**config.mk**
```make
export PLATFORM = sky130hd
export DESIGN_NAME = datapath_seq
export DESIGN_NICKNAME = d
export VERILOG_FILES = /design/src/rtl/datapath_seq.sv
export SDC_FILE = /design/constraint.sdc
export NUM_CORES = 1
export LEC_CHECK = 0
export BUFFER_PORTS_ARGS = -buffer_cell sky130_fd_sc_hd__buf_2
export CORE_ASPECT_RATIO = 2
export CORE_UTILIZATION = 43
export CTS_CLUSTER_SIZE = 40
export DETAILED_ROUTE_END_ITERATION = 10
export PLACE_DENSITY = 0.8
export SYNTH_ARGS = -nofsm -noshare
export SYNTH_HDL_FRONTEND = slang
export SYNTH_SLANG_ARGS = --single-unit
export TNS_END_PERCENT = 100
```
**constraint.sdc**
```tcl
create_clock -name clk -period 2.4 [get_ports clk]
set_clock_uncertainty 0.05 [all_clocks]
set_input_delay 0.36 -clock clk [delete_from_list [all_inputs] [get_ports clk]]
set_output_delay 0.36 -clock clk [all_outputs]
set_load 0.005 [all_outputs]
```
**src/rtl/datapath_seq.sv**
```systemverilog
// Multi-cycle controller for the 8x16 register file / A-B-C / shifter / ALU datapath.
// Decodes a latched 16-bit instruction and steps one control state per cycle.
module datapath_seq (
  input  logic        clk,
  input  logic        reset,
  input  logic        s,
  input  logic        load,
  input  logic [15:0] in,
  output logic        w,
  output logic [2:0]  readnum,
  output logic [2:0]  writenum,
  output logic        write,
  output logic [1:0]  vsel,
  output logic        loada,
  output logic        loadb,
  output logic        loadc,
  output logic        loads,
  output logic        asel,
  output logic        bsel,
  output logic [1:0]  shift,
  output logic [1:0]  ALUop,
  output logic [15:0] sximm8,
  output logic        bad_instr
);

  typedef enum logic [2:0] {
    S_WAIT      = 3'd0,
    S_DECODE    = 3'd1,
    S_GET_A     = 3'd2,
    S_GET_B     = 3'd3,
    S_ALU       = 3'd4,
    S_WRITE_REG = 3'd5,
    S_WRITE_IMM = 3'd6
  } state_t;

  typedef struct packed {
    logic       w;
    logic [2:0] readnum;
    logic [2:0] writenum;
    logic       write;
    logic [1:0] vsel;
    logic       loada;
    logic       loadb;
    logic       loadc;
    logic       loads;
    logic       asel;
  } ctrl_t;

  function automatic logic f_movi(input logic [15:0] ir);
    return (ir[15:13] == 3'b110) && (ir[12:11] == 2'b10);
  endfunction

  function automatic logic f_movr(input logic [15:0] ir);
    return (ir[15:13] == 3'b110) && (ir[12:11] == 2'b00);
  endfunction

  function automatic logic f_alu(input logic [15:0] ir);
    return (ir[15:13] == 3'b101);
  endfunction

  function automatic logic f_mvn(input logic [15:0] ir);
    return f_alu(ir) && (ir[12:11] == 2'b11);
  endfunction

  function automatic logic f_cmp(input logic [15:0] ir);
    return f_alu(ir) && (ir[12:11] == 2'b01);
  endfunction

  // Moore control word for a given state and instruction.
  function automatic ctrl_t ctrl_of(input state_t st, input logic [15:0] ir);
    ctrl_t c;
    c = '0;
    case (st)
      S_WAIT: c.w = 1'b1;
      S_GET_A: begin
        c.readnum = ir[10:8];
        c.loada   = 1'b1;
      end
      S_GET_B: begin
        c.readnum = ir[2:0];
        c.loadb   = 1'b1;
      end
      S_ALU: begin
        if (f_movr(ir) || f_mvn(ir)) c.asel = 1'b1;
        else                         c.asel = 1'b0;
        if (f_cmp(ir)) c.loads = 1'b1;
        else           c.loadc = 1'b1;
      end
      S_WRITE_REG: begin
        c.writenum = ir[7:5];
        c.vsel     = 2'b00;
        c.write    = 1'b1;
      end
      S_WRITE_IMM: begin
        c.writenum = ir[10:8];
        c.vsel     = 2'b01;
        c.write    = 1'b1;
      end
      default: c = '0;
    endcase
    return c;
  endfunction

  state_t      r_state;
  state_t      w_state_next;
  logic [15:0] r_ir;
  logic [15:0] w_ir_next;
  logic        r_bad;
  logic        w_bad_next;
  ctrl_t       r_ctrl;

  // Next-state, next-IR and sticky illegal-flag logic.
  always_comb begin
    w_state_next = r_state;
    w_bad_next   = r_bad;
    if (load && (r_state == S_WAIT)) w_ir_next = in;
    else                             w_ir_next = r_ir;
    case (r_state)
      S_WAIT: begin
        if (s) w_state_next = S_DECODE;
        else   w_state_next = S_WAIT;
      end
      S_DECODE: begin
        if (f_movi(r_ir))                     w_state_next = S_WRITE_IMM;
        else if (f_movr(r_ir) || f_mvn(r_ir)) w_state_next = S_GET_B;
        else if (f_alu(r_ir))                 w_state_next = S_GET_A;
        else                                  w_state_next = S_WAIT;
        if (f_movi(r_ir) || f_movr(r_ir) || f_alu(r_ir)) w_bad_next = 1'b0;
        else                                             w_bad_next = 1'b1;
      end
      S_GET_A: w_state_next = S_GET_B;
      S_GET_B: w_state_next = S_ALU;
      S_ALU: begin
        if (f_cmp(r_ir)) w_state_next = S_WAIT;
        else             w_state_next = S_WRITE_REG;
      end
      S_WRITE_REG: w_state_next = S_WAIT;
      S_WRITE_IMM: w_state_next = S_WAIT;
      default:     w_state_next = S_WAIT;
    endcase
  end

  // The control word is registered from the next state so it always equals ctrl_of(r_state, r_ir).
  always_ff @(posedge clk or posedge reset) begin
    if (reset) begin
      r_state <= S_WAIT;
      r_ir    <= 16'h0000;
      r_bad   <= 1'b0;
      r_ctrl  <= ctrl_of(S_WAIT, 16'h0000);
    end else begin
      r_state <= w_state_next;
      r_ir    <= w_ir_next;
      r_bad   <= w_bad_next;
      r_ctrl  <= ctrl_of(w_state_next, w_ir_next);
    end
  end

  assign w         = r_ctrl.w;
  assign readnum   = r_ctrl.readnum;
  assign writenum  = r_ctrl.writenum;
  assign write     = r_ctrl.write;
  assign vsel      = r_ctrl.vsel;
  assign loada     = r_ctrl.loada;
  assign loadb     = r_ctrl.loadb;
  assign loadc     = r_ctrl.loadc;
  assign loads     = r_ctrl.loads;
  assign asel      = r_ctrl.asel;
  assign bsel      = 1'b0;
  assign shift     = r_ir[4:3];
  assign ALUop     = r_ir[12:11];
  assign sximm8    = {{8{r_ir[7]}}, r_ir[7:0]};
  assign bad_instr = r_bad;

endmodule

```
[Word level (Yosys, flattened, before mapping)]
Cells that the tools add are included.
Storage, ports and cells
  memory bits (read-only): 0
  input bits: 20
  output and inout bits: 37
  memories: 0
  bits in latches: 0
  word-level logic and storage cells: 65
  flip-flop bits (word level): 35
  bits in writable memories: 0
Cells by class
  eq/ne operators: 18
  reductions and logical operators: 16
  order comparisons: 0
  divide/modulo/power cells: 0
  muxes and demuxes: 17
  add/sub/neg operators: 0
  $mul: 0
  bitwise gates (word level): 0
  shift operators: 0
Operators by type and width (count)
  equality test 3 bit, second input constant: 8
  two-way mux 16 bit: 1
  case mux 3 bit (5 select lines): 1
  equality test 3 x 2 -> 1 bit, second input constant: 4
  case mux 6 bit (2 select lines): 1
  two-way mux 3 bit: 3
  logical AND 1 bit: 8
  two-way mux 1 bit: 8
  equality test 2 bit, second input constant: 3
  zero test 3 bit: 2
  case mux 3 bit (2 select lines): 1
  equality test 2 x 1 -> 1 bit, second input constant: 2
  zero test 2 bit: 2
  logical OR 1 bit: 4
  two-way mux 2 bit: 2
  equality test 3 x 1 -> 1 bit, second input constant: 1

[Longest topological paths before layout]
  depth in word-level cells: 8
  depth in mapped cells: 6

[Worst setup path after synthesis]
Ideal clock, no wire load.
  path kind: register to register
  from: register r_state[2]
  to: register r_ctrl (netlist bit asel)
  path buffers: 1
  arrival time: 1.962 ns
  setup time: 0.077 ns
  slack: 0.310 ns
  stages on the path, launching flop included: 6
  path through: dfrtp_1 buf_2 nor4b_4 mux2_2 or4_1 a21oi_1
Between the ends
  longest elaborated chain between the ends: 8
  elaborated cells between the ends (all ways): 18
  those cells by class: eq/ne (8); mux (4); reduce/logical (6)
RTL lines
  start, declared: RTL line 104  | state_t r_state;
  start signal, assigned: RTL line 151  | r_state <= w_state_next;
  zero test 3 bit *: RTL line 116  | if (load && (r_state == S_WAIT)) w_ir_next = in;
  logical AND 1 bit *: RTL line 116
  two-way mux 16 bit *: RTL line 116
  net w_ir_next[13]: RTL line 107  | logic [15:0] w_ir_next;
  equality test 3 bit, on equally long branches: RTL line 54, 58
  logical AND 1 bit, on equally long branches: RTL line 54, 62
  logical OR 1 bit *: RTL line 84  | if (f_movr(ir) || f_mvn(ir)) c.asel = 1'b1;
  two-way mux 1 bit *: RTL line 84
  two-way mux 3 bit *: RTL line 73  | case (st)
  end signal, assigned: RTL line 149  | r_ctrl <= ctrl_of(S_WAIT, 16'h0000);
  end signal, assigned: RTL line 154  | r_ctrl <= ctrl_of(w_state_next, w_ir_next);
  end, declared: RTL line 110  | ctrl_t r_ctrl;
The timed path passes the listed nets; every way through them passes the cells marked *.
A chain may end at the register's enable or synchronous reset.

[Worst setup path in the final report]
  from: register r_state[0]
  to: register r_ctrl (netlist bit asel)
Between the ends
  longest elaborated chain between the ends: 8
  elaborated cells between the ends (all ways): 18
  those cells by class: eq/ne (8); mux (4); reduce/logical (6)
RTL lines
  zero test 3 bit: RTL line 116, 118
  logical AND 1 bit: RTL line 116
  two-way mux 16 bit: RTL line 116
  equality test 3 bit (tied with other cells): RTL line 54  | return (ir[15:13] == 3'b110) && (ir[12:11] == 2'b00);
  logical AND 1 bit, on equally long branches: RTL line 54, 62
  logical OR 1 bit: RTL line 84
  two-way mux 1 bit: RTL line 84
  two-way mux 3 bit *: RTL line 73
Mark *: on every way between the ends. The rest lies on a longest branch, timed or not.

==> summary.md <==
| Metric | Value |
|---|---|
| Critical Path Sink | `asel$_DFF_PP0_` |
| I/O Pins | `57` |
| Die Width | `45.22 µm` |
| DRT Pass-1 Iters | `4` |
| Area Overhead vs Synth | `16.59%` |
| CP startpoint | `r_state[0]$_DFF_PP0_` |
| Post-synthesis cell area | `1607 µm²` |
| P per Cell Area | `1314 nW/µm²` |
| Fillers | `between 300 and 400` |
| Placed inst area | `1782 µm²` |
| CTS H-tree depth | `2` |
| CP Launch Type | `flip-flop` |
| # hold bufs at CTS | `0` |
| Via count | `1163` |
| Crit path time final | `2167 ps` |
| Synth warnings | `0` |
| Largest family of logic cells by synthesized area | `buffers and inverters` |
| Placer's final routability congestion estimate | `between 0.8 and 0.9` |
| Worst EP arrival | `roughly 2300 ps` |
| Clock slew at reported path FFs | `roughly 60 ps` |
| Cell area after layout | `between 1500 and 2000 µm²` |
| Ys async rst share | `1.000` |
| Max-cap violations | `0` |
| #FFs+latches synth | `34` |
| Sum of negative setup slack | `0 ps` |
| Synth area leader | `dfrtp_1` |
| Synth Flop Type | `dfrtp_1` |
| CTS resizes | `0` |
| Row count | `31` |
| Crit share post-route | `0.9031` |
| Post-CTS Setup Bufs | `0` |
| Largest net degree at the start of global routing | `35` |
| Xor/xnor share of the synthesized area | `0` |
| Rel. slew slack | `0.6655` |
| Global-route wire length before repair | `roughly 5 mm` |
| Post-Route WL | `about 3.2 mm` |
| CTS tree | `done` |
| GRT Util Overall | `0.1832` |
| Initial antenna violation count | `0` |
| Finished Core Util | `0.5193` |
| Clock root cell | `clkbuf_8` |
| Layout cell share with drive strength beyond 1 | `0.4365` |
| Num CTS Buffers | `5` |
| Post-DP HPWL | `2.453 mm` |
| Diode count | `0` |
| Nets | `200` |
| Core Region | `roughly 3600 µm²` |
| RSZ-0062 raised after global routing | `no` |
| Setup slack after layout | `~230 ps` |
| DIE AREA | `between 3000 and 4000 µm²` |
| Critical R2R Launch | `r_state[0]$_DFF_PP0_` |
| Wire per inst | `roughly 14 µm` |
| Synth top cells by count | `33 x dfrtp_1, 22 x buf_4, 12 x inv_1` |
| Hold Violations, Final | `0` |
| FF-to-FF setup slack | `approximately 230 ps` |
| Fmax | `about 0.46 GHz` |
| CTS sink cnt | `34` |
| DRT iter0 DRCs | `19` |
| Worst endpoint required time | `between 2000 and 3000 ps` |
| Drt drc | `0` |
| Outcome | `finished, final reports clean` |
| Top cell type's share of synthesized area | `0.5140` |
| Slew @ Worst Pin | `~500 ps` |
| Crit Reg-Reg Endpoint | `asel$_DFF_PP0_` |
| Post-synthesis mux area share | `0.1067` |
| VDD IR-drop max | `0.5325 mV` |
| Hold Crit Class | `in2async` |
| Crit Path Category | `reg2reg` |
| Die Span Y | `between 80 and 90 µm` |
| CP max FO | `13` |
| Initial Util | `0.4454` |
| Total Power | `between 2 and 2.5 mW` |
| Top-count cell post-synth | `dfrtp_1` |
| Ranking of synthesized cells by area | `dfrtp_1 51%, buf_4 10%, mux2_2 6.3%` |
| Post-synth EDFFs | `0` |
| IO buf count | `54` |
| Sequential share of the synthesized area | `0.5304` |
| Mean Syn Cell Area | `~11 µm²` |
| Post-Synth Adder-Cell Area | `0` |
| Synth cell types | `37` |
| Critical Path Sink Type | `flip-flop` |
| Vias per inst | `slightly above 5` |
| Final ANT Viol Nets | `0` |
| Cells on worst reg2reg path | `5` |
| Number of global-route vias before repair | `around 1100` |
| Synth Area in Simple Gates | `0.1379` |
| Count of final setup violators | `0` |
| CTS max path bufs | `2` |
| Max-slew violations | `0` |
| Synth Area in Compound Gates | `0.08100` |
| LEAKAGE | `around 0.97 nW` |
| Pre-CTS WS | `241.4 ps` |
| Synth Instances | `around 140` |
| Grt ovf | `0` |
| Skew-Pair Late Insertion Delay | `around 290 ps` |
through the flow:
stage | hold WS [ps] | std cells
after floorplan | 414.2 | 142
after global placement | 414.7 | 222
after detailed placement | 422.0 | 222
after CTS | 104.4 | 230
after global routing | 139.9 | 230
final | 102.1 | 230
report_power, final:
part	internal, mW	switching, mW	total (mW)
combinational	0.498	0.526	1.02
clock	0.231	0.192	0.423
sequential	0.813	0.200	1.01
registers in the layout, indices dropped and copies added, names as in the netlist, 3 cells and up:
name      flops
r_state       3
r_ir         16
readnum       3
writenum      3
worst min-delay path by stage:
stage,slack (ps),depth (start not counted),to,from
after floorplan,410,2,r_ir[9]$_DFF_PP0_,r_ir[9]$_DFF_PP0_
after global placement,410,3,r_ir[4]$_DFFE_PP0P_,reset
after detailed placement,420,3,r_ir[4]$_DFFE_PP0P_,reset
after CTS,100,3,r_ir[4]$_DFFE_PP0P_,reset
after global routing,140,3,r_ir[4]$_DFFE_PP0P_,reset
final,100,3,r_ir[4]$_DFFE_PP0P_,reset
critical path: stages, from the launching register on:
cell and delay, ps:
dfrtp_1 490, nor4b_4 400, buf_4 310, mux2i_1 160
or4_1 520, a21oi_1 150
logic make-up after synthesis:
group	Yosys count
buffers and inverters	38
multiplexers	16
flip-flops	34
other	1
AND/OR/NAND/NOR	34
AO/OA/AOI/OAI	18
final cells by class:
class                           count  area (µm²)  area share
Sequential cell                    34       852.1      0.4549
Multi-Input combinational cell     70       530.5      0.2832
Timing Repair Buffer               57       292.8      0.1563
Clock buffer                        7       86.33     0.04609
Tap cell                           49       61.31     0.03273
Inverter                           12       45.04     0.02405
Clock inverter                      1       5.005    0.002672
per-layer routing:
layer	track usage	part of all wire	vias up
met5	0	0	-
met4	0.1350	0.044	0
met3	0.05918	0.061	11
met2	0.3175	0.54	50
met1	0.1689	0.35	558
li1	-	-	544
placed cells by master (no fill, tap or decap), types with 2 or more instances in the layout:
cell	netlist	final
buf_2	2	54
nor3b_1	3	3
o22ai_1	3	3
dfrtp_1	33	33
mux2_2	9	9
nand3_1	3	3
conb_1	1	2
inv_1	12	12
nand2b_1	2	2
clkbuf_8	0	6
mux2i_1	7	7
a21oi_1	4	4
nor3_1	2	2
nand4_1	4	4
a32o_1	2	2
nand2_1	6	6
a21o_1	3	3
buf_4	22	3
nor2_1	3	3
Power figures use the tool's default switching activity.
